## config.mk

```make
export PLATFORM = sky130hd
export DESIGN_NAME = axi_lite_master
export DESIGN_NICKNAME = d
export VERILOG_FILES = /design/src/rtl/axi_lite_pkg.sv /design/src/rtl/axi_timeout_ctr.sv /design/src/rtl/axi_lite_master.sv
export SDC_FILE = /design/constraint.sdc
export NUM_CORES = 1
export LEC_CHECK = 0
export ABC_AREA = 0
export CAP_MARGIN = 20
export CORE_AREA = 10 10 163 165
export CTS_CLUSTER_DIAMETER = 60
export DETAILED_ROUTE_END_ITERATION = 8
export DIE_AREA = 0 0 173 175
export HOLD_SLACK_MARGIN = 0.08
export SYNTH_ARGS = -nofsm -noshare
export SYNTH_HDL_FRONTEND = slang
export SYNTH_SLANG_ARGS = --single-unit
```

## constraint.sdc

```tcl
create_clock -name ACLK -period 5.5 [get_ports ACLK]
set_clock_uncertainty 0.15 [all_clocks]
set_input_delay 1.1 -clock ACLK [delete_from_list [all_inputs] [get_ports ACLK]]
set_output_delay 1.1 -clock ACLK [all_outputs]
set_load 0.02 [all_outputs]
```

## src/rtl/axi_lite_pkg.sv

```systemverilog
// Shared AXI-Lite definitions: master FSM states, response codes and a sizing helper.
package axi_lite_pkg;

    typedef enum logic [2:0] {
        IDLE,
        WR_REQ,
        WR_RESP,
        RD_REQ,
        RD_RESP,
        DONE
    } state_t;

    localparam logic [1:0] RESP_OKAY   = 2'b00;
    localparam logic [1:0] RESP_SLVERR = 2'b10;
    localparam logic [1:0] RESP_DECERR = 2'b11;

    // States in which a bus transaction is outstanding and the watchdog runs.
    function automatic logic is_active(state_t s);
        return (s == WR_REQ) || (s == WR_RESP) || (s == RD_REQ) || (s == RD_RESP);
    endfunction

    // Counter width able to hold the value n.
    function automatic int cnt_width(int n);
        return $clog2(n + 1);
    endfunction

endpackage

```

## src/rtl/axi_timeout_ctr.sv

```systemverilog
// Transaction watchdog: counts busy cycles and flags the last allowed cycle.
module axi_timeout_ctr
    import axi_lite_pkg::*;
#(
    parameter int TIMEOUT_CYCLES = 256
) (
    input  logic clk,
    input  logic rst,
    input  logic clear,
    input  logic en,
    output logic expired
);

    localparam int CW = cnt_width(TIMEOUT_CYCLES);

    logic [CW-1:0] cnt_q;
    logic [CW-1:0] cnt_d;

    always_comb begin
        cnt_d = cnt_q;
        if (clear) begin
            cnt_d = '0;
        end else if (en) begin
            cnt_d = cnt_q + CW'(1);
        end
    end

    always_ff @(posedge clk or posedge rst) begin
        if (rst) begin
            cnt_q <= '0;
        end else begin
            cnt_q <= cnt_d;
        end
    end

    assign expired = (cnt_q == CW'(TIMEOUT_CYCLES - 1));

endmodule

```

## src/rtl/axi_lite_master.sv

```systemverilog
// Single-outstanding AXI-Lite master: turns one command into an AW/W/B or AR/R
// exchange and returns the result on a valid/ready response port.
module axi_lite_master
    import axi_lite_pkg::*;
#(
    parameter int ADDR_WIDTH     = 32,
    parameter int DATA_WIDTH     = 32,
    parameter int TIMEOUT_CYCLES = 256
) (
    input  logic                  ACLK,
    input  logic                  ARESET,
    input  logic                  cmd_valid,
    output logic                  cmd_ready,
    input  logic                  cmd_write,
    input  logic [ADDR_WIDTH-1:0] cmd_addr,
    input  logic [DATA_WIDTH-1:0] cmd_wdata,
    output logic                  rsp_valid,
    input  logic                  rsp_ready,
    output logic [DATA_WIDTH-1:0] rsp_rdata,
    output logic [1:0]            rsp_resp,
    output logic [ADDR_WIDTH-1:0] AWADDR,
    output logic                  AWVALID,
    input  logic                  AWREADY,
    output logic [DATA_WIDTH-1:0] WDATA,
    output logic                  WVALID,
    input  logic                  WREADY,
    input  logic [1:0]            BRESP,
    input  logic                  BVALID,
    output logic                  BREADY,
    output logic [ADDR_WIDTH-1:0] ARADDR,
    output logic                  ARVALID,
    input  logic                  ARREADY,
    input  logic [DATA_WIDTH-1:0] RDATA,
    input  logic                  RVALID,
    output logic                  RREADY
);

    state_t                state_q, state_d;
    logic [ADDR_WIDTH-1:0] awaddr_q, awaddr_d;
    logic [DATA_WIDTH-1:0] wdata_q, wdata_d;
    logic [ADDR_WIDTH-1:0] araddr_q, araddr_d;
    logic                  awvalid_q, awvalid_d;
    logic                  wvalid_q, wvalid_d;
    logic                  arvalid_q, arvalid_d;
    logic [DATA_WIDTH-1:0] rsp_rdata_q, rsp_rdata_d;
    logic [1:0]            rsp_resp_q, rsp_resp_d;

    logic cnt_clear;
    logic timed_out;
    logic abort;
    logic aw_left;
    logic w_left;

    axi_timeout_ctr #(
        .TIMEOUT_CYCLES(TIMEOUT_CYCLES)
    ) u_timeout (
        .clk    (ACLK),
        .rst    (ARESET),
        .clear  (cnt_clear),
        .en     (is_active(state_q)),
        .expired(timed_out)
    );

    always_comb begin
        state_d     = state_q;
        awaddr_d    = awaddr_q;
        wdata_d     = wdata_q;
        araddr_d    = araddr_q;
        awvalid_d   = awvalid_q;
        wvalid_d    = wvalid_q;
        arvalid_d   = arvalid_q;
        rsp_rdata_d = rsp_rdata_q;
        rsp_resp_d  = rsp_resp_q;
        cnt_clear   = 1'b0;
        abort       = 1'b0;
        // AW and W retire independently; each VALID stays up until its own handshake.
        aw_left     = awvalid_q && !AWREADY;
        w_left      = wvalid_q && !WREADY;

        case (state_q)
            IDLE: begin
                if (cmd_valid) begin
                    cnt_clear = 1'b1;
                    if (cmd_write) begin
                        awaddr_d  = cmd_addr;
                        wdata_d   = cmd_wdata;
                        awvalid_d = 1'b1;
                        wvalid_d  = 1'b1;
                        state_d   = WR_REQ;
                    end else begin
                        araddr_d  = cmd_addr;
                        arvalid_d = 1'b1;
                        state_d   = RD_REQ;
                    end
                end
            end
            WR_REQ: begin
                if (timed_out) begin
                    abort = 1'b1;
                end else begin
                    awvalid_d = aw_left;
                    wvalid_d  = w_left;
                    if (!aw_left && !w_left) begin
                        state_d = WR_RESP;
                    end
                end
            end
            // A response arriving on the last allowed cycle wins over the timeout.
            WR_RESP: begin
                if (BVALID) begin
                    rsp_resp_d  = BRESP;
                    rsp_rdata_d = '0;
                    state_d     = DONE;
                end else if (timed_out) begin
                    abort = 1'b1;
                end
            end
            RD_REQ: begin
                if (timed_out) begin
                    abort = 1'b1;
                end else if (ARREADY) begin
                    arvalid_d = 1'b0;
                    state_d   = RD_RESP;
                end
            end
            RD_RESP: begin
                if (RVALID) begin
                    rsp_rdata_d = RDATA;
                    rsp_resp_d  = RESP_OKAY;
                    state_d     = DONE;
                end else if (timed_out) begin
                    abort = 1'b1;
                end
            end
            DONE: begin
                if (rsp_ready) begin
                    state_d = IDLE;
                end
            end
            default: state_d = IDLE;
        endcase

        if (abort) begin
            awvalid_d   = 1'b0;
            wvalid_d    = 1'b0;
            arvalid_d   = 1'b0;
            rsp_resp_d  = RESP_DECERR;
            rsp_rdata_d = '0;
            state_d     = DONE;
        end
    end

    always_ff @(posedge ACLK or posedge ARESET) begin
        if (ARESET) begin
            state_q     <= IDLE;
            awaddr_q    <= '0;
            wdata_q     <= '0;
            araddr_q    <= '0;
            awvalid_q   <= 1'b0;
            wvalid_q    <= 1'b0;
            arvalid_q   <= 1'b0;
            rsp_rdata_q <= '0;
            rsp_resp_q  <= '0;
        end else begin
            state_q     <= state_d;
            awaddr_q    <= awaddr_d;
            wdata_q     <= wdata_d;
            araddr_q    <= araddr_d;
            awvalid_q   <= awvalid_d;
            wvalid_q    <= wvalid_d;
            arvalid_q   <= arvalid_d;
            rsp_rdata_q <= rsp_rdata_d;
            rsp_resp_q  <= rsp_resp_d;
        end
    end

    // READY/valid strobes come from state only, so no VALID follows a READY input.
    assign cmd_ready = (state_q == IDLE) && !ARESET;
    assign rsp_valid = (state_q == DONE);
    assign BREADY    = (state_q == WR_RESP);
    assign RREADY    = (state_q == RD_RESP);
    assign AWADDR    = awaddr_q;
    assign WDATA     = wdata_q;
    assign ARADDR    = araddr_q;
    assign AWVALID   = awvalid_q;
    assign WVALID    = wvalid_q;
    assign ARVALID   = arvalid_q;
    assign rsp_rdata = rsp_rdata_q;
    assign rsp_resp  = rsp_resp_q;

endmodule

```

# Word-level counts from Yosys, hierarchy flattened
# Index checks and enable logic that the tools add are counted.
[word_totals]
mem_count = 0
romBits = 0
inputBits = 108
out_inout_bits = 137
latch_bits = 0
word_cells = 93
mem_bits_rw = 0
ff_bits = 145
[op_classes]
shifts = 0
eq_ne = 16
bitwise_logic = 1
reduce_logical = 24
add_sub_neg = 1
n_lt_le_gt_ge = 0
n_div = 0
n_mux = 41
n_mul = 0
[ops]
columns = ["operator", "count"]
rows = [
  ["32-bit 2-to-1 mux", 3],
  ["32-bit one-hot mux with 2 select lines", 1],
  ["3-bit 2-to-1 mux", 9],
  ["9-bit 2-to-1 mux", 2],
  ["3-bit != test (second input constant)", 6],
  ["3-bit one-hot mux with 6 select lines", 1],
  ["1-bit 2-to-1 mux", 16],
  ["9-bit by 1-bit adder with 9-bit output (second input constant)", 1],
  ["9-bit by 8-bit equality test with 1-bit output (second input constant)", 1],
  ["3-bit by 2-bit != test with 1-bit output (second input constant)", 3],
  ["3-bit AND reduction", 3],
  ["3-bit nonzero test", 3],
  ["2-bit 2-to-1 mux", 4],
  ["8-bit AND reduction", 1],
  ["3-bit by 2-bit equality test with 1-bit output (second input constant)", 2],
  ["3-bit equality test (second input constant)", 2],
  ["1-bit one-hot mux with 2 select lines", 3],
  ["1-bit logical NOT", 5],
  ["5-bit AND reduction", 1],
  ["1-bit logical AND", 4],
  ["2-bit one-hot mux with 2 select lines", 1],
  ["4-bit AND reduction", 1],
  ["3-bit by 1-bit equality test with 1-bit output (second input constant)", 1],
  ["3-bit logical NOT", 1],
  ["other kinds (6)", 8],
]

# Longest topological paths before layout
[depth]
ltp_word = 8
mapped_depth = 9
ltp_nobuf = 8

# By module
# A second synthesis with hierarchy kept.
[hier_totals]
hier_cells = 401
hier_area_um2 = 5947.0
[by_module_without_submodules]
columns = ["module", "cells_each", "seq_area_each_um2", "n_inst", "area_each_um2"]
rows = [
  ["axi_lite_master", 355, 3403.3, 1, 5492.8],
  ["axi_timeout_ctr", 46, 225.2, 1, 454.2],
]

# Worst setup path after synthesis
# No wires, ideal clock.
[synth_path]
path_type = "input -> output"
startpoint = "input ARESET"
endpoint = "output cmd_ready"
required_time_ns = 4.250
setup_slack_ns = 2.523
stages = 1
n_path_buf = 0
arrival_ns = 1.727
cell_sequence = "nor4_1"
[synth_between]
elab_chain_len = 2
[synth_lines]
columns = ["item", "line_no", "text"]
rows = [
  ["start: declaration", "axi_lite_master.sv:11", "input logic ARESET,"],
  ["1-bit logical NOT (no source line)", "n/a", ""],
  ["1-bit logical AND", "axi_lite_master.sv:178", "assign cmd_ready = (state_q == IDLE) && !ARESET;"],
  ["end: declaration", "axi_lite_master.sv:13", "output logic cmd_ready,"],
]
# No other way between the ends.

# Worst setup path in the final report
# Same ends and word-level chain as after synthesis.

==> summary.md <==
| Metric | Value |
|---|---|
| Status | `finished clean` |
| Critical Path RT | `4.25 ns` |
| Full die area | `0.0303 sq mm` |
| Initial drt markers | `127` |
| Horiz. Die Dim | `173 um` |
| Critical path class | `in2out` |
| DP HPWL | `13,200 um` |
| Part of the cycle the worst path needs | `67.4%` |
| Synth Cell Area | `0.00572 sq mm` |
| #FFs+latches synth | `145` |
| Yosys synthesis warning count | `0` |
| CTS Root Cell | `clkbuf_16` |
| Simple-Gate Fraction of Synth Area | `4.70%` |
| Total wire length | `17,700 um` |
| Post-CTS Hold Fix Bufs | `0` |
| Setup WS post-layout | `1.79 ns` |
| Pwr/cell area | `640 mW/mm^2` |
| Starting Density | `24.6%` |
| Post-detailed-route count of antenna-violating nets | `0` |
| RSZ-0062 raised after global routing | `no` |
| Avg Inst Size Synth | `14.5 sq um` |
| Remaining DRCs | `0` |
| CTS resizes | `0` |
| EDFF count, synth | `0` |
| Peak Freq | `270 MHz` |
| Max Cap Viol | `0` |
| Hold depth | `2` |
| Ant diodes | `0` |
| Share of post-route cells with drive strength above 1 | `21.7%` |
| Worst r2r dst | `AWADDR[4]` |
| Final Hold Vio Count | `0` |
| Synth Area in Compound Gates | `8.57%` |
| Critical Path Source | `ARESET` |
| Crit path DAT | `2.46 ns` |
| Setup TNS | `0 ns` |
| Drt via density | `4.35` |
| Vias in the first global route | `4,814` |
| Tmin final | `3.71 ns` |
| Number of clock sinks | `145` |
| RR Startpoint | `state_q[0]` |
| Setup-failing EPs final | `0` |
| Synth Flop Type | `dfrtp_1` |
| Syn nets | `504` |
| TritonCTS clock tree | `built` |
| Worst slew pin tran | `0.950 ns` |
| Async SR Flop Fraction | `100%` |
| Worst Path Max Fanout | `2` |
| Multiplexer share of the synthesized area | `19.1%` |
| Startpoint types | `input port` |
| Synth Area in Adders | `0.437%` |
| Unique masters post-synth | `40` |
| CTS max path bufs | `2` |
| Largest net degree at the start of global routing | `67` |
| Total iterations of the first detailed-routing run | `4` |
| H-Tree Depth | `4` |
| Maximum vdd drop | `288 uV` |
| Vias | `4,234` |
| Worst setup EP type | `primary output` |
| Gp weighted congestion | `0.784` |
| Global router's overall resource usage | `11.6%` |
| Layout Nets | `752` |
| FF-to-FF path depth | `4` |
| WL/cell | `18.1 um` |
| Area Growth Syn to Fin | `59.4%` |
| Sequential area share after synthesis | `63.4%` |
| Critical path endpoint | `cmd_ready` |
| Initial antenna violation count | `1` |
| Largest family of logic cells by synthesized area | `multiplexers` |
| Input/output buffers | `244` |
| Ports | `245` |
| Lkg Pwr | `3.78 nW` |
| Chip height | `175 um` |
| Placeable core region | `0.0233 sq mm` |
| Synth Area in XOR/XNOR | `0.766%` |
| Post-CTS Setup Bufs | `0` |
| Num CTS Buffers | `17` |
| Clk_lat worst skew | `0.41 ns` |
| First-pass GRT wire length | `28,000 um` |
| R2r setup slk | `2.98 ns` |
| Max-slew headroom | `36.6%` |
| Fillcell total | `2,238` |
| Min-Delay Path Class | `reg2reg` |
| Rows | `56` |
| Slew Limit Fails | `0` |
| Clk pin slew, worst setup/hold paths | `0.06 ns` |
| DP Worst Slack | `1.77 ns` |
| Gate Count Post-Synth | `394` |
| Grt ovf | `0` |
==> cell families (layout without fill, tap and decap cells) <==
kind of cell,count (synthesis),in the layout
xor+xnor,5,5
compound gates,64,64
mux,97,97
simple gates,56,56
flops,145,145
fa+ha+maj,2,2
buf+inv,25,286
==> cell type report <==
type / instances / area (sq um) / area share (%)
tap: 319 / 399 / 4.38
clock inverter: 13 / 174 / 1.91
multi-input combinational: 224 / 1930 / 21.2
sequential: 145 / 3630 / 39.8
clock buffer: 19 / 443 / 4.86
timing repair buffer: 249 / 2520 / 27.6
inverter: 5 / 23.8 / 0.261
==> flip-flops by register name (all words and copies together) (netlist names) <==
register         count
ARADDR              32
ARVALID              1
AWADDR              32
AWVALID              1
WDATA               32
WVALID               1
rsp_rdata           32
rsp_resp             2
state_q              3
u_timeout.cnt_q      9
==> layer usage <==
metal,global-route usage (%),wire length (um),vias to the layer above
li1,-,-,1920
met1,12.7,7200,2093
met2,18.4,8130,202
met3,6.96,2050,17
met4,3.45,259,2
met5,0,13,-
==> Yosys cell counts (3+ instances only) <==
master	number	share of area, %
a21oi_1	3	0.26
a22o_1	33	5.1
buf_2	9	0.79
buf_6	8	1.6
dfrtp_1	145	63
inv_1	5	0.33
mux2_2	96	19
nand2_1	18	1.2
nand3_1	5	0.44
nor2_1	15	0.98
nor2_2	4	0.44
nor2b_1	3	0.33
o21ai_0	11	0.96
xor2_1	3	0.46
==> worst min-delay path by stage <==
stage	slack, ns	to	start
after floorplan	0.29	u_timeout.cnt_q[7]	u_timeout.cnt_q[7]
after global placement	0.31	u_timeout.cnt_q[7]	u_timeout.cnt_q[7]
after detailed placement	0.34	u_timeout.cnt_q[8]	u_timeout.cnt_q[8]
after CTS	0.35	u_timeout.cnt_q[8]	u_timeout.cnt_q[8]
after global routing	0.36	WDATA[1]	WDATA[1]
final	0.35	u_timeout.cnt_q[8]	u_timeout.cnt_q[8]
==> critical path, stage by stage <==
cell	delay (ns)
clkdlybuf4s50_1	0.48
nor4_1	0.21
clkdlybuf4s50_1	0.67
==> through the flow <==
step | area [sq um] | utilization (%) | power (W) | cells | hold WS [ns]
after floorplan | 5720 | - | 0.00330 | 394 | 0.290
after global placement | 8440 | 36.3 | 0.00459 | 939 | 0.306
after detailed placement | 8500 | 36.6 | 0.00468 | 942 | 0.336
after CTS | 9120 | 39.2 | 0.00594 | 974 | 0.352
after global routing | 9120 | 39.2 | 0.00620 | 974 | 0.363
final | 9120 | 39.2 | 0.00584 | 974 | 0.346
==> cells in the final DEF, fill, tap and decap left out, drive strengths merged <==
master         instances
xor2                   3
nor3                   2
inv                    9
dfrtp                145
a31oi                  1
a21oi                  3
nand3                  5
nand2b                 2
clkdlybuf4s50        244
mux2i                  1
clkbuf                19
and3                   2
o21ai                 13
ha                     2
clkinvlp               3
o311ai                 3
a31o                   1
o31ai                  1
nor2b                  3
or3b                   1
o21a                   2
a22o                  33
a32oi                  1
o41ai                  1
nor2                  20
bufinv                 3
clkinv                 3
buf                    5
and2                   1
mux2                  96
a2bb2oi                1
nand2                 18
nor4                   1
a211oi                 2
or3                    1
o211ai                 2
xnor2                  2
==> power by group <==
group | total (W) | internal (W) | switching, W
clock | 0.00121 | 0.000734 | 0.000480
sequential | 0.00189 | 0.00158 | 0.000313
combinational | 0.00273 | 0.00141 | 0.00132
total | 0.00584 | 0.00373 | 0.00211
(Power assumes the default switching activity.)
